$ cat config.mk
export PLATFORM = sky130hd
export DESIGN_NAME = esc_pwm_drv
export DESIGN_NICKNAME = d
export VERILOG_FILES = /design/src/rtl/esc_pwm_drv.sv
export SDC_FILE = /design/constraint.sdc
export NUM_CORES = 1
export LEC_CHECK = 0
export CORE_MARGIN = 2
export CORE_UTILIZATION = 61
export CTS_CLUSTER_DIAMETER = 80
export DETAILED_ROUTE_END_ITERATION = 16
export PLACE_DENSITY = 0.81
export SYNTH_ARGS = -nofsm -noshare
export SYNTH_HDL_FRONTEND = slang
export SYNTH_SLANG_ARGS = --single-unit
$ cat constraint.sdc
create_clock -name i_clk -period 4.3 [get_ports i_clk]
set_input_delay 0.645 -clock i_clk [delete_from_list [all_inputs] [get_ports i_clk]]
set_output_delay 0.645 -clock i_clk [all_outputs]
set_load 0.01 [all_outputs]
$ cat src/rtl/esc_pwm_drv.sv
// esc_pwm_drv
// Four-channel ESC pulse generator for a quadcopter. A free-running period
// counter defines the PWM frame. Speed commands arrive on a single-cycle
// strobe, are held in shadow registers and copied to the active registers
// only at the period boundary, so a pulse is never cut short or stretched.
// The arming sequence and watchdog failsafe are tracked by a small state
// machine.
//
// Ports
//   i_clk                       system clock, all state on the rising edge
//   i_rst                       synchronous active-high reset
//   i_vld                       strobe qualifying the four speed inputs
//   i_frnt/bck/lft/rght_spd     11-bit unsigned motor speeds
//   o_frnt/bck/lft/rght_pwm     registered ESC pulse outputs
//   o_armed                     high in ARM, RUN and FAILSAFE
//   o_wdog_trip                 high while in FAILSAFE
module esc_pwm_drv #(
  parameter int PERIOD       = 125000,
  parameter int MIN_PW       = 6250,
  parameter int ARM_PERIODS  = 16,
  parameter int WDOG_PERIODS = 8
) (
  input  logic        i_clk,
  input  logic        i_rst,
  input  logic        i_vld,
  input  logic [10:0] i_frnt_spd,
  input  logic [10:0] i_bck_spd,
  input  logic [10:0] i_lft_spd,
  input  logic [10:0] i_rght_spd,
  output logic        o_frnt_pwm,
  output logic        o_bck_pwm,
  output logic        o_lft_pwm,
  output logic        o_rght_pwm,
  output logic        o_armed,
  output logic        o_wdog_trip
);

  localparam int AW      = (ARM_PERIODS > 1) ? $clog2(ARM_PERIODS) : 1;
  localparam int WDW     = $clog2(WDOG_PERIODS + 1);
  localparam int MIN_SAT = (MIN_PW > PERIOD - 1) ? (PERIOD - 1) : MIN_PW;

  typedef enum logic [1:0] {IDLE, ARM, RUN, FAILSAFE} state_t;

  state_t          r_state;
  logic [19:0]     r_per_cnt;
  logic [10:0]     r_shadow [4];
  logic [10:0]     r_active [4];
  logic [WDW-1:0]  r_wdog;
  logic [AW-1:0]   r_arm_cnt;
  logic            r_seen;
  logic [3:0]      r_pwm;
  logic            r_armed;
  logic            r_wdog_trip;

  logic [10:0]     w_spd [4];
  logic [19:0]     w_pw_eff [4];
  logic            w_bnd;
  logic [WDW-1:0]  w_wdog_nxt;
  state_t          w_state_nxt;

  // Speed-to-width map; 22 bits keep MIN_PW + 3*2047 from overflowing
  // before the clamp to one cycle short of the full period.
  function automatic logic [19:0] runPw(input logic [10:0] spd);
    logic [21:0] raw;
    raw = 22'(MIN_PW) + 22'(spd) * 22'd3;
    if (raw > 22'(PERIOD - 1)) return 20'(PERIOD - 1);
    return raw[19:0];
  endfunction

  // Boundary detection, watchdog next value and next state. The next
  // watchdog value already includes a same-cycle vld, which is what lets
  // a vld on the limit boundary cancel the trip.
  always_comb begin
    w_spd[0] = i_frnt_spd;
    w_spd[1] = i_bck_spd;
    w_spd[2] = i_lft_spd;
    w_spd[3] = i_rght_spd;
    w_bnd = (r_per_cnt == 20'(PERIOD - 1));

    w_wdog_nxt = r_wdog;
    if (i_vld)
      w_wdog_nxt = '0;
    else if (w_bnd && r_state == RUN && r_wdog != WDW'(WDOG_PERIODS))
      w_wdog_nxt = r_wdog + WDW'(1);

    w_state_nxt = r_state;
    if (w_bnd) begin
      case (r_state)
        IDLE:     if (r_seen || i_vld) w_state_nxt = ARM;
        ARM:      if (r_arm_cnt == AW'(ARM_PERIODS - 1)) w_state_nxt = RUN;
        RUN:      if (w_wdog_nxt == WDW'(WDOG_PERIODS)) w_state_nxt = FAILSAFE;
        FAILSAFE: if (w_wdog_nxt != WDW'(WDOG_PERIODS)) w_state_nxt = RUN;
        default:  w_state_nxt = IDLE;
      endcase
    end
  end

  // Effective width depends only on registers that change at the boundary,
  // so it is constant for a whole period.
  always_comb begin
    for (int i = 0; i < 4; i++) begin
      case (r_state)
        IDLE:    w_pw_eff[i] = '0;
        RUN:     w_pw_eff[i] = runPw(r_active[i]);
        default: w_pw_eff[i] = 20'(MIN_SAT);
      endcase
    end
  end

  // All sequential state. Outputs are registered from the next state so
  // armed/wdog_trip change on the same edge as the state itself.
  always_ff @(posedge i_clk) begin
    if (i_rst) begin
      r_state     <= IDLE;
      r_per_cnt   <= '0;
      r_wdog      <= '0;
      r_arm_cnt   <= '0;
      r_seen      <= 1'b0;
      r_pwm       <= '0;
      r_armed     <= 1'b0;
      r_wdog_trip <= 1'b0;
      for (int i = 0; i < 4; i++) begin
        r_shadow[i] <= '0;
        r_active[i] <= '0;
      end
    end else begin
      r_per_cnt <= w_bnd ? 20'd0 : r_per_cnt + 20'd1;
      if (i_vld) begin
        r_seen <= 1'b1;
        for (int i = 0; i < 4; i++) r_shadow[i] <= w_spd[i];
      end
      // vld on the boundary bypasses the shadow so it takes effect now.
      if (w_bnd) begin
        for (int i = 0; i < 4; i++)
          r_active[i] <= i_vld ? w_spd[i] : r_shadow[i];
      end
      if (r_state != ARM)
        r_arm_cnt <= '0;
      else if (w_bnd)
        r_arm_cnt <= r_arm_cnt + AW'(1);
      r_wdog      <= w_wdog_nxt;
      r_state     <= w_state_nxt;
      r_armed     <= (w_state_nxt != IDLE);
      r_wdog_trip <= (w_state_nxt == FAILSAFE);
      for (int i = 0; i < 4; i++)
        r_pwm[i] <= (r_per_cnt < w_pw_eff[i]);
    end
  end

  assign o_frnt_pwm  = r_pwm[0];
  assign o_bck_pwm   = r_pwm[1];
  assign o_lft_pwm   = r_pwm[2];
  assign o_rght_pwm  = r_pwm[3];
  assign o_armed     = r_armed;
  assign o_wdog_trip = r_wdog_trip;

endmodule
[Word level (Yosys, flattened, before mapping)]
Memory sizes are Yosys's and may differ from the RTL's.
Index checks and enable logic that the tools add are counted.
Word-level totals
  flip-flop bits (word level): 37
  bits of input ports: 47
  bits in writable memories: 88
  memories: 2
  logic and storage cells: 102
Operators by class
  $mul: 4
  bitwise operators: 8
  equality and inequality tests: 10
  muxes and demuxes: 48
  $add $sub $neg: 7
  reductions and logical operators: 7
  magnitude comparators: 8
Memory list
  r_active: words 4, width 11, read ports 4, clocked after Yosys merged registers in 0, write ports 4, RTL line 47  | logic [10:0] r_active [4];
  r_shadow: words 4, width 11, read ports 4, clocked after Yosys merged registers in 0, write ports 4, RTL line 46  | logic [10:0] r_shadow [4];
Operators by type and width (count)
  $mux 20: 8
  $pmux 20 s2: 4
  $mux 11: 12
  $lt 20x20->1: 4
  $gt 14x17->1 const B: 4
  $add 13x13->14 const A: 4
  $mul 11x2->13 const B: 4
  $add 20x1->20 const B: 1
  $eq 20x17->1 const B: 1
  $mux 1: 16
  $mux 2: 5
  $add 4x1->4 const B: 2
  $eq 4x4->1 const B: 2
  $mux 4: 2
  $ne 4x4->1 const B: 2
  $or 1x1->1: 8
  $pmux 2 s4: 1
  $eq 2x2->1 const B: 3
  $reduce_or 2->1: 2
  $eq 2x1->1 const B: 1
  $logic_and 1x1->1: 2
  $logic_not 2->1: 1
  $ne 2x1->1 const B: 1
  $reduce_bool 2->1: 1
  $logic_or 1x1->1: 1

[Logic depth before layout (Yosys ltp)]
Gate-level depths: netlist (run 1).
  word-level depth: 10
  mapped depth: 16

[Least setup slack after synthesis (run 1)]
No wires, ideal clock.
  path type: register to register
  start point: mem r_active[0][1]
  end point: reg r_pwm[0]
  cell stages (with the launch flop): 14
  buffers on the path: 0
  arrival time: 3.075 ns
  data required time: 4.208 ns
  library setup time: 0.092 ns
  setup slack: 1.133 ns
  path through: edfxtp_1 -> ha_1 -> ha_1 -> fa_1 -> a21o_1 -> a21oi_1 -> xnor2_1 -> a21oi_1 -> ha_1 -> a2111oi_0 -> a211oi_1 -> o21ai_0 -> a31oi_1 -> nor4_1
RTL lines
  from (decl): RTL line 47
  to (signal, indexed assignment): RTL line 146  | r_pwm[i] <= (r_per_cnt < w_pw_eff[i]);
  to (decl): RTL line 51  | logic [3:0] r_pwm;

==> summary.txt, run 1 <==
Run status
  – Status: complete, no violations

Die
  – Initial core utilization: 62.15%
  – Die area: between 0.015 and 0.02 mm2
  – Rows: 45
  – IO Pins: 53
  – Die width: about 130 um
  – Chip Height: ~130 um
  – Core area: between 0.015 and 0.02 mm2

Critical path
  – Family with the most delay on the worst path: compound AO/OA/AOI/OAI gates
  – Crit path capture type: flop
  – RR Startpoint: r_active[0][1]
  – Setup CP Type: flop to flop
  – Startpoint Class: flop
  – CP dominant cell by count: ha_1
  – Crit path launch: r_active[0][1]
  – CP peak stage delay: 0.61 ns
  – R2R setup slack: around 0.76 ns
  – Cells along the critical path: ha_1 -> ha_1 -> fa_1 -> a21o_1 -> a21oi_1 -> xnor2_1 -> a21oi_1 -> ha_1 -> a2111oi_0 -> a211oi_1 -> o21ai_0 -> a31oi_1 -> nor4_1
  – WP data required: 4.63 ns
  – Crit Path Max Fanout: 3
  – Slowest CP cell: a2111oi_0
  – Worst path bufs/invs: 0
  – CP arrival: 3.87 ns

Timing
  – Slew Limit Headroom: 42.92%
  – Max-slew violation count: 0
  – F_max: 282.8 MHz
  – Worst Max-Slew Pin Slew: between 0.8 and 0.9 ns
  – Final setup violation count: 0
  – Minimum clock period: roughly 3.5 ns
  – Worst clock skew: 0.01104 ns
  – RSZ-0062 raised after global routing: false
  – Final hold vios: 0
  – Setup tns final: 0 ns
  – Final Cycle Share: between 80% and 90%
  – Setup WS post-layout: 0.7635 ns
  – Hold_ws: about 0.46 ns

Clock network
  – CTS buffer count: 17
  – Clock sink count: 125
  – Hold buffer count at CTS: 0
  – Post-CTS Resized: 0
  – H-tree depth: 4
  – Worst-skew pair later-pin latency: roughly 0.43 ns
  – Post-CTS setup buffer count: 0
  – Worst-path clk slew: around 0.060 ns
  – CTS Buffer Depth: 2
  – Clock tree from TritonCTS: done
  – Root Buffer: clkbuf_16

Routing
  – DR pass1 iterations: 5
  – WL per Instance: 16.12 um
  – DRT antenna net count: 0
  – DRC Markers: 0
  – Vias per cell: slightly below 6
  – Routed WL: between 20000 and 25000 um
  – Vias: 7474
  – 1st-iter DRT viols: 500

Logic synthesis
  – Area leader, netlist: edfxtp_1
  – Sequential area share after synthesis: 35.94%
  – Synthesized netlist cell count: between 1000 and 1500
  – Post-synthesis cell area: approximately 0.0094 mm2
  – Top cells by area, synth: edfxtp_1, ha_1, dfxtp_1, nor2_1, a21oi_2
  – Post-synthesis cell type count: just under 60
  – Synth Flop Type: edfxtp_1
  – Avg Cell Area, Syn: between 9 and 10 um2
  – Top cell type's share of synthesized area: roughly 28%
  – FF+latch count, synth: around 130
  – Post-synth EDFFs: 88
  – Syn Nets: approximately 1200
  – Syn. warnings: 0
  – Async SR Flop Fraction: 0%

Global routing
  – Initial antenna violation count: 0
  – Global-route wire length before repair: between 30000 and 40000 um
  – Largest net degree at the start of global routing: 86
  – Overall global routing resource usage: roughly 26%
  – Vias in the first global route: about 7300
  – Total gr overflow: 0

Pwr
  – Pwr dens: 305.3 mW/mm2
  – Peak supply drop: 294.4 uV
  – Lkg Pwr: between 4 and 5 nW

Cells and area
  – Diode count: 0
  – Net count, final: 1250
  – Most common cell after layout, fill and taps aside: ha_1
  – Sequential Area: 0.003383 mm2
  – Filler instances: between 1000 and 1500
  – Multi-input gate area: about 0.0056 mm2
  – Commonest non-fill, non-tap cells in the layout: ha_1, nor2_1, edfxtp_1
  – Share of layout cells above drive strength 1: 8.465%
  – Area added between synthesis and finish: 12.88%

Place
  – Input/output buffers: between 50 and 60
  – GP Congestion: 0.8943
  – DP Wirelength: about 14000 um
  – Dpl ws: around 0.82 ns

Min path
  – Hold_sp: r_seen
  – Worst Hold Class: flop to flop

Job
  – Max_cap viols: 0
## registers in the layout (all words and copies together), names as in the netlist
name and flops:
r_active 44, r_pwm 4, r_wdog 4, o_wdog_trip 1, r_shadow 44, o_armed 1
r_per_cnt 20, r_arm_cnt 4, r_seen 1, r_state 2
## synthesized netlist by cell type, types with 5 or more instances
library cell	instances
a211oi_1	17
nor4_1	12
inv_1	84
a31oi_1	10
a21o_1	16
nand4_1	11
mux2i_1	8
or2_2	6
ha_1	136
nor2_1	115
o21a_1	14
nand2b_1	45
clkbuf_1	20
and2_1	12
dfxtp_1	37
o211ai_1	5
o31a_1	5
xnor2_1	31
edfxtp_1	88
xor2_1	11
nor3b_1	5
nor3_1	22
a21oi_2	36
o21ai_0	35
a21oi_1	48
a2111oi_0	5
o21bai_1	8
buf_6	5
and3_1	5
nor2b_1	9
nand3_1	19
nand2_1	83
## worst paths after layout
path	endpoint	cells after the start
worst max-delay path	r_pwm[0]	13
worst min-delay path	r_seen	2
worst max register to register	r_pwm[0]	13
worst min register to register	r_seen	2
## metal layers
metal  GRT usage, %  wire (um)
met3          4.925        833
met2          43.49       9726
met4          10.21        558
met5              0          0
met1          33.36       9237
## metrics by stage
step	power [mW]	area [um2]	utilization [%]	instances
detailed placement	1.922	10080	66.53	1232
global placement	1.906	10080	66.53	1232
global route	3.372	10630	70.15	1263
finish	3.244	10630	70.15	1263
CTS	3.256	10630	70.15	1263
floorplan	1.773	9413	-	1014
## area by class of cell
cell class | count | share of cell area [%]
Inverter | 85 | 3.003
Timing Repair Buffer | 62 | 5.511
Tap cell | 188 | 2.214
Multi-Input combinational cell | 772 | 52.26
Clock inverter | 14 | 1.166
Clock buffer | 17 | 4.004
Sequential cell | 125 | 31.84
## report_power, final
part	internal (mW)	switching [mW]	leakage, nW
Clock	0.789	0.548	0.264
Combinational	0.233	0.293	2.95
Sequential	1.35	0.0310	1.20
## tightest hold or removal path: stages (launching register included)
cell,delay [ns]
dfxtp_1,0.30
nor2_1,0.05
nor2_1,0.07
## logic make-up after synthesis
kind of cell	after synthesis	synth area share, %
xor gates and xnor gates	42	3.908
and+or+nand+nor	358	18.73
buffers and inverters	117	5.104
AOI/OAI and AO/OA	223	16.42
DFF	125	35.94
adders and majority gates	140	18.93
muxes	9	0.9704
Power figures use the tool's default switching activity.
==> run 2, diff against run 1 <==
==> constraint.sdc (replaced) <==
create_clock -name i_clk -period 3.53 [get_ports i_clk]
set_input_delay 0.5295 -clock i_clk [delete_from_list [all_inputs] [get_ports i_clk]]
set_output_delay 0.5295 -clock i_clk [all_outputs]
set_load 0.01 [all_outputs]
==> run 2 against run 1 <==
Effect of this change: hold slack better by 0.014 ns; sequential power is 22% higher; maximum frequency is 2.9% higher; critical endpoint unchanged; largest power group is now the clock network.
==> summary.txt, run 2 (synthesis gave the netlist of run 1 again) <==
Pwr
  – Design Power: 4.030 mW (+24%)
  – Sw Ratio: 26.43% (-0.45 points)
  – Clock power frac: 42.4% (+1.2 points)
  – Peak supply drop: 352.5 uV (+20%)
  – Combinational share of power: 15.9% (-0.3 points)
  – P_sw: 1.065 mW (+22%)
  – Lkg Pwr: 4.452 nW (+0.86%)
  – Pwr dens: 376.1 mW/mm2 (+23%)
  – P_int: 2.965 mW (+25%)
  – Seq pwr share: 41.7% (-0.9 points)

Cells and area
  – Diode count: 0 (unchanged)
  – Filler instances: 1103 (-3.7%)
  – Net count, final: 1252 (+0.16%)
  – Share of layout cells above drive strength 1: 8.998% (+0.53 points)
  – Most common cell after layout, fill and taps aside: ha_1
  – Top Registers: r_active x44, r_shadow x44, r_per_cnt x20
  – Commonest non-fill, non-tap cells in the layout: ha_1, nor2_1, edfxtp_1
  – Post-route cell area: 0.01072 mm2 (+0.85%)
  – Area added between synthesis and finish: 13.84%
  – Finished Layout Cells: 1266 (+0.24%)

Critical path
  – Setup CP Type: flop to flop
  – Cells along the critical path: inv_1 -> ha_1 -> inv_1 -> ha_1 -> a211oi_1 -> o21a_1 -> o21ai_0 -> a2111oi_2 -> nor3b_1 -> ha_1 -> nand4_1 -> a211oi_1 -> o21ai_0 -> a31oi_1 -> nor4_1
  – Family with the most delay on the worst path: compound AO/OA/AOI/OAI gates
  – Slowest CP cell: a2111oi_2
  – WP data required: 3.84 ns (-0.79 ns)
  – Worst path bufs/invs: 2 (+2)
  – Startpoint Class: flop
  – R2R setup slack: 0.09 ns (-0.67 ns)
  – CP dominant cell by count: ha_1
  – Crit Path Max Fanout: 3 (unchanged)
  – CP peak stage delay: 0.40 ns (-0.21 ns)
  – Crit path capture type: flop
  – CP arrival: 3.75 ns (-0.12 ns)

Timing
  – RSZ-0062 raised after global routing: true
  – Final Cycle Share: 97.33% (+15 points)
  – Final setup violation count: 0 (unchanged)
  – Hold_ws: 0.4760 ns (+0.01415 ns)
  – Minimum clock period: 3.436 ns (-0.1008 ns)
  – F_max: 291.1 MHz (+2.9%)
  – Slew Limit Headroom: 40.41% (-2.5 points)
  – Worst clock skew: 0.008205 ns (-0.002835 ns)
  – Setup tns final: 0 ns (unchanged)
  – Final hold vios: 0 (unchanged)
  – Max-slew violation count: 0 (unchanged)
  – Worst Max-Slew Pin Slew: 0.8939 ns (+0.03768 ns)

Global routing
  – Vias in the first global route: 7107 (-2.5%)
  – Global-route wire length before repair: 34040 um (unchanged)
  – Largest net degree at the start of global routing: 67 (-22%)
  – Overall global routing resource usage: 26.18% (+0.18 points)
  – Initial antenna violation count: 0 (unchanged)
  – Total gr overflow: 0 (unchanged)

Die
  – IO Pins: 53 (unchanged)
  – Chip Height: 128.2 um (unchanged)
  – Rows: 45 (unchanged)
  – Initial core utilization: 62.15% (unchanged)
  – Die width: 128.2 um (unchanged)
  – Die area: 0.01644 mm2 (unchanged)
  – Core area: 0.01515 mm2 (unchanged)

Job
  – Max_cap viols: 0 (unchanged)

Place
  – Placed cell count: 1234 (+0.16%)
  – GP Congestion: 0.8802 (-1.6%)
  – Placed Area: 0.01012 mm2 (+0.40%)
  – Input/output buffers: 52 (unchanged)
  – DP Wirelength: 14060 um (-1.5%)

Routing
  – DR pass1 iterations: 5 (unchanged)
  – DRC Markers: 0 (unchanged)
  – 1st-iter DRT viols: 395 (-21%)
  – DRT antenna net count: 0 (unchanged)
  – WL per Instance: 15.77 um (-2.1%)
  – Vias: 7442 (-0.43%)
  – Vias per cell: 5.878 (-0.66%)
  – Routed WL: 19970 um (-1.9%)

Clock network
  – Clock sink count: 125 (unchanged)
  – Worst-skew pair later-pin latency: 0.43 ns (about the same)
  – Root Buffer: clkbuf_16
  – Clock tree from TritonCTS: done
  – Worst-path clk slew: 0.06 ns (about the same)
  – CTS Buffer Depth: 2 (unchanged)
  – CTS buffer count: 17 (unchanged)
  – H-tree depth: 4 (unchanged)
  – Hold buffer count at CTS: 0 (unchanged)

Run status
  – Status: complete, no violations

Min path
  – Worst Hold Class: flop to flop
[run 2: cell types whose count changed in the layout (fill, tap and decap cells not counted)]
cell       previous run  this run
clkinv_4              6         5
buf_12                0         2
a311oi_2              0         1
a2111oi_0             5         2
a311oi_1              2         1
clkbuf_1              0         1
a2111oi_2             0         3
bufinv_16             1         2
[run 2: power groups by stage]
| stage | clock [mW] | combinational (mW) | sequential [mW] |
|---|---|---|---|
| final | 1.71 | 0.639 | 1.68 |
| after global routing | 1.79 | 0.722 | 1.69 |
| after CTS | 1.73 | 0.636 | 1.68 |
| after detailed placement | 0 | 0.629 | 1.71 |
| after global placement | 0 | 0.616 | 1.71 |
| after floorplan | 0 | 0.460 | 1.70 |
[run 2: final timing paths]
check,startpoint,end,cells past startpoint
setup reg to reg,r_active[0][2],r_pwm[0],15
setup / recovery,r_active[0][2],r_pwm[0],15
hold / removal,r_arm_cnt[1],r_arm_cnt[1],2
hold reg to reg,r_arm_cnt[1],r_arm_cnt[1],2
[run 2: final cells by class]
cell class	instances	area, um2	area share (%)
repair buffers	64	625.6	5.838
multi-input cells	772	5578	52.06
flip-flops and latches	125	3383	31.57
well taps	188	235.2	2.195
clock inverters	14	145.1	1.355
clock buffers	18	429.2	4.005
inverters	85	319.1	2.978
[run 2: tightest hold or removal path, cell delays in order, from the launching register on]
cell and delay, ns:
dfxtp_1 0.32, nand2_1 0.06, a21oi_1 0.05
[run 2: metrics by stage]
step	setup WS, ns	utilization (%)
2_1_floorplan	0.3632	-
3_3_place_gp	0.2103	66.79
3_5_place_dp	0.1206	66.79
4_1_cts	0.04991	70.59
5_1_grt	-0.1098	70.75
6_report	0.09426	70.75
[run 2: metal layers]
| metal | share of wire (%) | track usage [%] |
|---|---|---|
| met5 | 0 | 0 |
| met4 | 2.2 | 8.791 |
| met3 | 5.1 | 6.302 |
| met2 | 47 | 42.62 |
| met1 | 45 | 34.39 |
[run 2: repair_timing]
item / in CTS / in global routing
endpoints found under the setup margin: 1 / 3
setup buffers: 0 / 0
gates cloned: 0 / 0
pin swaps: 0 / 0
gates resized for setup: 1 / 6
==> run 3, diff against run 2 <==
--- a/config.mk
+++ b/config.mk
@@ -5,6 +5,7 @@
 export SDC_FILE = /design/constraint.sdc
 export NUM_CORES = 1
 export LEC_CHECK = 0
+export ABC_AREA = 1
 export CORE_MARGIN = 2
 export CORE_UTILIZATION = 61
 export CTS_CLUSTER_DIAMETER = 80
==> run 3 against run 2 <==
Effect of this change: synthesized cell count rose by 13%; register-to-register slack better by 0.16 ns; via count is 6.3% higher; power is 1.3% lower; wire length rose by 1.5%; critical path depth up 1; combinational power grew 3.3%; sequential power hardly changed; design area decreased by 2.4%; flip-flop and latch count is the same; worst setup slack gained 0.16 ns; clock skew is 0.00061 ns higher; largest power group is now registers; highest routed layer unchanged.
==> summary.txt, run 3 <==
Timing
  – Minimum clock period: 3.272 ns (-0.1636 ns)
  – Setup tns final: 0 ns (unchanged)
  – Final Cycle Share: 92.70% (-4.6 points)
  – Final setup violation count: 0 (unchanged)
  – Hold_ws: 0.4540 ns (-0.02199 ns)
  – Max-slew violation count: 0 (unchanged)
  – Setup WS post-layout: 0.2578 ns (+0.1636 ns)
  – Final hold vios: 0 (unchanged)
  – F_max: 305.6 MHz (+5.0%)
  – Worst clock skew: 0.008819 ns (+0.0006137 ns)
  – Worst Max-Slew Pin Slew: 0.9324 ns (+0.03850 ns)
  – Slew Limit Headroom: 37.62% (-2.8 points)
  – RSZ-0062 raised after global routing: false

Die
  – IO Pins: 53 (unchanged)
  – Chip Height: 126.6 um (-1.2%)
  – Rows: 44 (-2.2%)
  – Initial core utilization: 62.88% (+0.73 points)
  – Die width: 126.6 um (-1.2%)
  – Core area: 0.01459 mm2 (-3.7%)
  – Die area: 0.01604 mm2 (-2.5%)

Critical path
  – Setup CP Type: flop to flop
  – WP data required: 3.87 ns (+0.03 ns)
  – Startpoint Class: flop
  – Crit path capture type: flop
  – R2R setup slack: 0.26 ns (+0.16 ns)
  – Crit Path Max Fanout: 7 (+4)
  – RR Endpoint: r_pwm[2]
  – Number of cells on the worst reg-to-reg path: 16 (+1)
  – CP arrival: 3.61 ns (-0.14 ns)
  – Crit path launch: r_active[2][3]
  – CP Capture Point: r_pwm[2]
  – RR Startpoint: r_active[2][3]

Min path
  – Worst Hold Class: flop to flop

Pwr
  – Peak supply drop: 551.1 uV (+56%)
  – Design Power: 3.979 mW (-1.3%)
  – Lkg Pwr: 4.690 nW (+5.3%)
  – Pwr dens: 380.6 mW/mm2 (+1.2%)

Routing
  – Vias: 7914 (+6.3%)
  – DRC Markers: 0 (unchanged)
  – Routed WL: 20260 um (+1.5%)
  – WL per Instance: 14.48 um (-8.2%)
  – DR pass1 iterations: 5 (unchanged)
  – 1st-iter DRT viols: 743 (+88%)
  – DRT antenna net count: 0 (unchanged)
  – Vias per cell: 5.657 (-3.8%)

Logic synthesis
  – Post-synthesis cell area: 0.009174 mm2 (-2.5%)
  – Synthesized netlist cell count: 1149 (+13%)
  – Area leader, netlist: edfxtp_1
  – Syn. warnings: 0 (unchanged)
  – Avg Cell Area, Syn: 7.984 um2 (-14%)
  – Post-synth EDFFs: 88 (unchanged)
  – Async SR Flop Fraction: 0% (unchanged)
  – Post-synthesis cell type count: 44 (-24%)
  – Sequential area share after synthesis: 36.88% (+0.94 points)
  – Top cells by area, synth: edfxtp_1, ha_1, nand2_1, dfxtp_1, a21oi_1
  – Top cell type's share of synthesized area: 28.81% (+0.73 points)
  – Synth Flop Type: edfxtp_1
  – Most frequent cell after synthesis: nand2_1
  – FF+latch count, synth: 125 (unchanged)
  – Syn Nets: 1336 (+11%)
  – Post-synth top cells: nand2_1, inv_1, ha_1

Place
  – GP Congestion: 0.9103 (+3.4%)
  – Placed cell count: 1367 (+11%)
  – Dpl ws: 0.3274 ns (+0.2068 ns)
  – DP Wirelength: 14490 um (+3.0%)
  – Input/output buffers: 52 (unchanged)
  – Placed Area: 0.009892 mm2 (-2.2%)

Clock network
  – CTS buffer count: 17 (unchanged)
  – Root Buffer: clkbuf_16
  – Worst-skew pair later-pin latency: 0.43 ns (about the same)
  – H-tree depth: 4 (unchanged)
  – Clock sink count: 125 (unchanged)
  – Post-CTS setup buffer count: 0 (unchanged)
  – Worst-path clk slew: 0.06 ns (about the same)
  – Clock tree from TritonCTS: done
  – CTS Buffer Depth: 2 (unchanged)
  – Hold buffer count at CTS: 0 (unchanged)

Run status
  – Status: complete, no violations

Global routing
  – Global-route wire length before repair: 34510 um (+1.4%)
  – Total gr overflow: 0 (unchanged)
  – Overall global routing resource usage: 26.75% (+0.57 points)
  – Largest net degree at the start of global routing: 54 (-19%)
  – Vias in the first global route: 7671 (+7.9%)
  – Initial antenna violation count: 0 (unchanged)

Cells and area
  – Share of layout cells above drive strength 1: 6.584% (-2.4 points)
  – Filler instances: 1150 (+4.3%)
  – Commonest non-fill, non-tap cells in the layout: nand2_1, inv_1, ha_1
  – Diode count: 0 (unchanged)
  – Most common cell after layout, fill and taps aside: nand2_1
  – Net count, final: 1389 (+11%)
  – Area added between synthesis and finish: 13.97%
  – Top Registers: r_active x44, r_shadow x44, r_per_cnt x20
  – Finished Core Util: 71.66% (+0.92 points)
  – Post-route cell area: 0.01046 mm2 (-2.4%)
  – Finished Layout Cells: 1399 (+11%)

Job
  – Max_cap viols: 0 (unchanged)
-- run 3: changes by cell type in the layout (fill, tap and decap cells not counted), sizes merged, moves of 9 or more --
| cell | previous run | this run |
|---|---|---|
| a211oi | 17 | 4 |
| a21o | 16 | 2 |
| a21oi | 84 | 135 |
| and2 | 12 | 0 |
| inv | 85 | 152 |
| nand2 | 83 | 239 |
| nand2b | 45 | 0 |
| nand3 | 19 | 56 |
| nor2 | 115 | 130 |
| nor2b | 9 | 0 |
| o21a | 14 | 2 |
| o21ai | 35 | 44 |
| xnor2 | 31 | 1 |
-- run 3: cells by family (layout without fill, tap and decap cells) --
logic type                 after synthesis  after routing  synth area share, %
AOI/OAI and AO/OA                      217            217                12.83
adders and majority gates              140            140                19.42
and+or+nand+nor                        479            479                22.65
DFF                                    125            125                36.88
xor gates and xnor gates                 8              8               0.7638
buffers and inverters                  180            246                7.447
-- run 3: worst min-delay path by stage --
stage                      start      to  slack, ns  cells after the start
final                     r_seen  r_seen       0.45                      2
after floorplan           r_seen  r_seen       0.43                      2
after global placement    r_seen  r_seen       0.44                      2
after CTS                 r_seen  r_seen       0.46                      2
after global routing      r_seen  r_seen       0.47                      2
after detailed placement  r_seen  r_seen       0.45                      2
-- run 3: power breakdown --
part           leakage (nW)  switching (mW)  internal, mW
combinational          3.22           0.396         0.264
sequential             1.19          0.0387          1.65
clock                 0.279           0.655         0.978
total                  4.69            1.09          2.89
-- run 3: what timing repair did --
action	4_1_cts	5_1_grt
hold endpoints to repair	0	0
endpoints found under the setup margin	0	2
resized for setup	0	3
-- run 3: per-layer routing --
| layer | GRT usage [%] | vias up | part of all wire, % |
|---|---|---|---|
| met5 | 0 | - | 0 |
| met4 | 10.08 | 0 | 2.5 |
| met3 | 6.242 | 41 | 7.0 |
| met2 | 45.86 | 241 | 47 |
| met1 | 32.86 | 3621 | 43 |
| li1 | - | 4011 | - |
-- run 3: final cells by class --
cell class                 instances  area, um2  share of cell area (%)
tap                              184      230.2                   2.202
sequential                       125       3383                   32.36
timing repair buffer              64      605.6                   5.792
inverter                         150      563.0                   5.385
multi-input combinational        844       5121                   48.98
clock buffer                      22      489.2                   4.679
clock inverter                    10      62.56                  0.5984
-- run 3: worst max-delay path, cell delays in order (launching register included) --
cell      delay [ns]
edfxtp_1        0.40
ha_1            0.32
ha_1            0.39
a21oi_1         0.20
o21ai_0         0.13
a21oi_1         0.19
nor2_1          0.08
o21ai_0         0.15
nand2_1         0.10
a21oi_1         0.13
o21ai_0         0.09
ha_1            0.29
a21oi_1         0.15
nor3_1          0.06
a211oi_1        0.20
a21boi_0        0.13
nor4_1          0.17
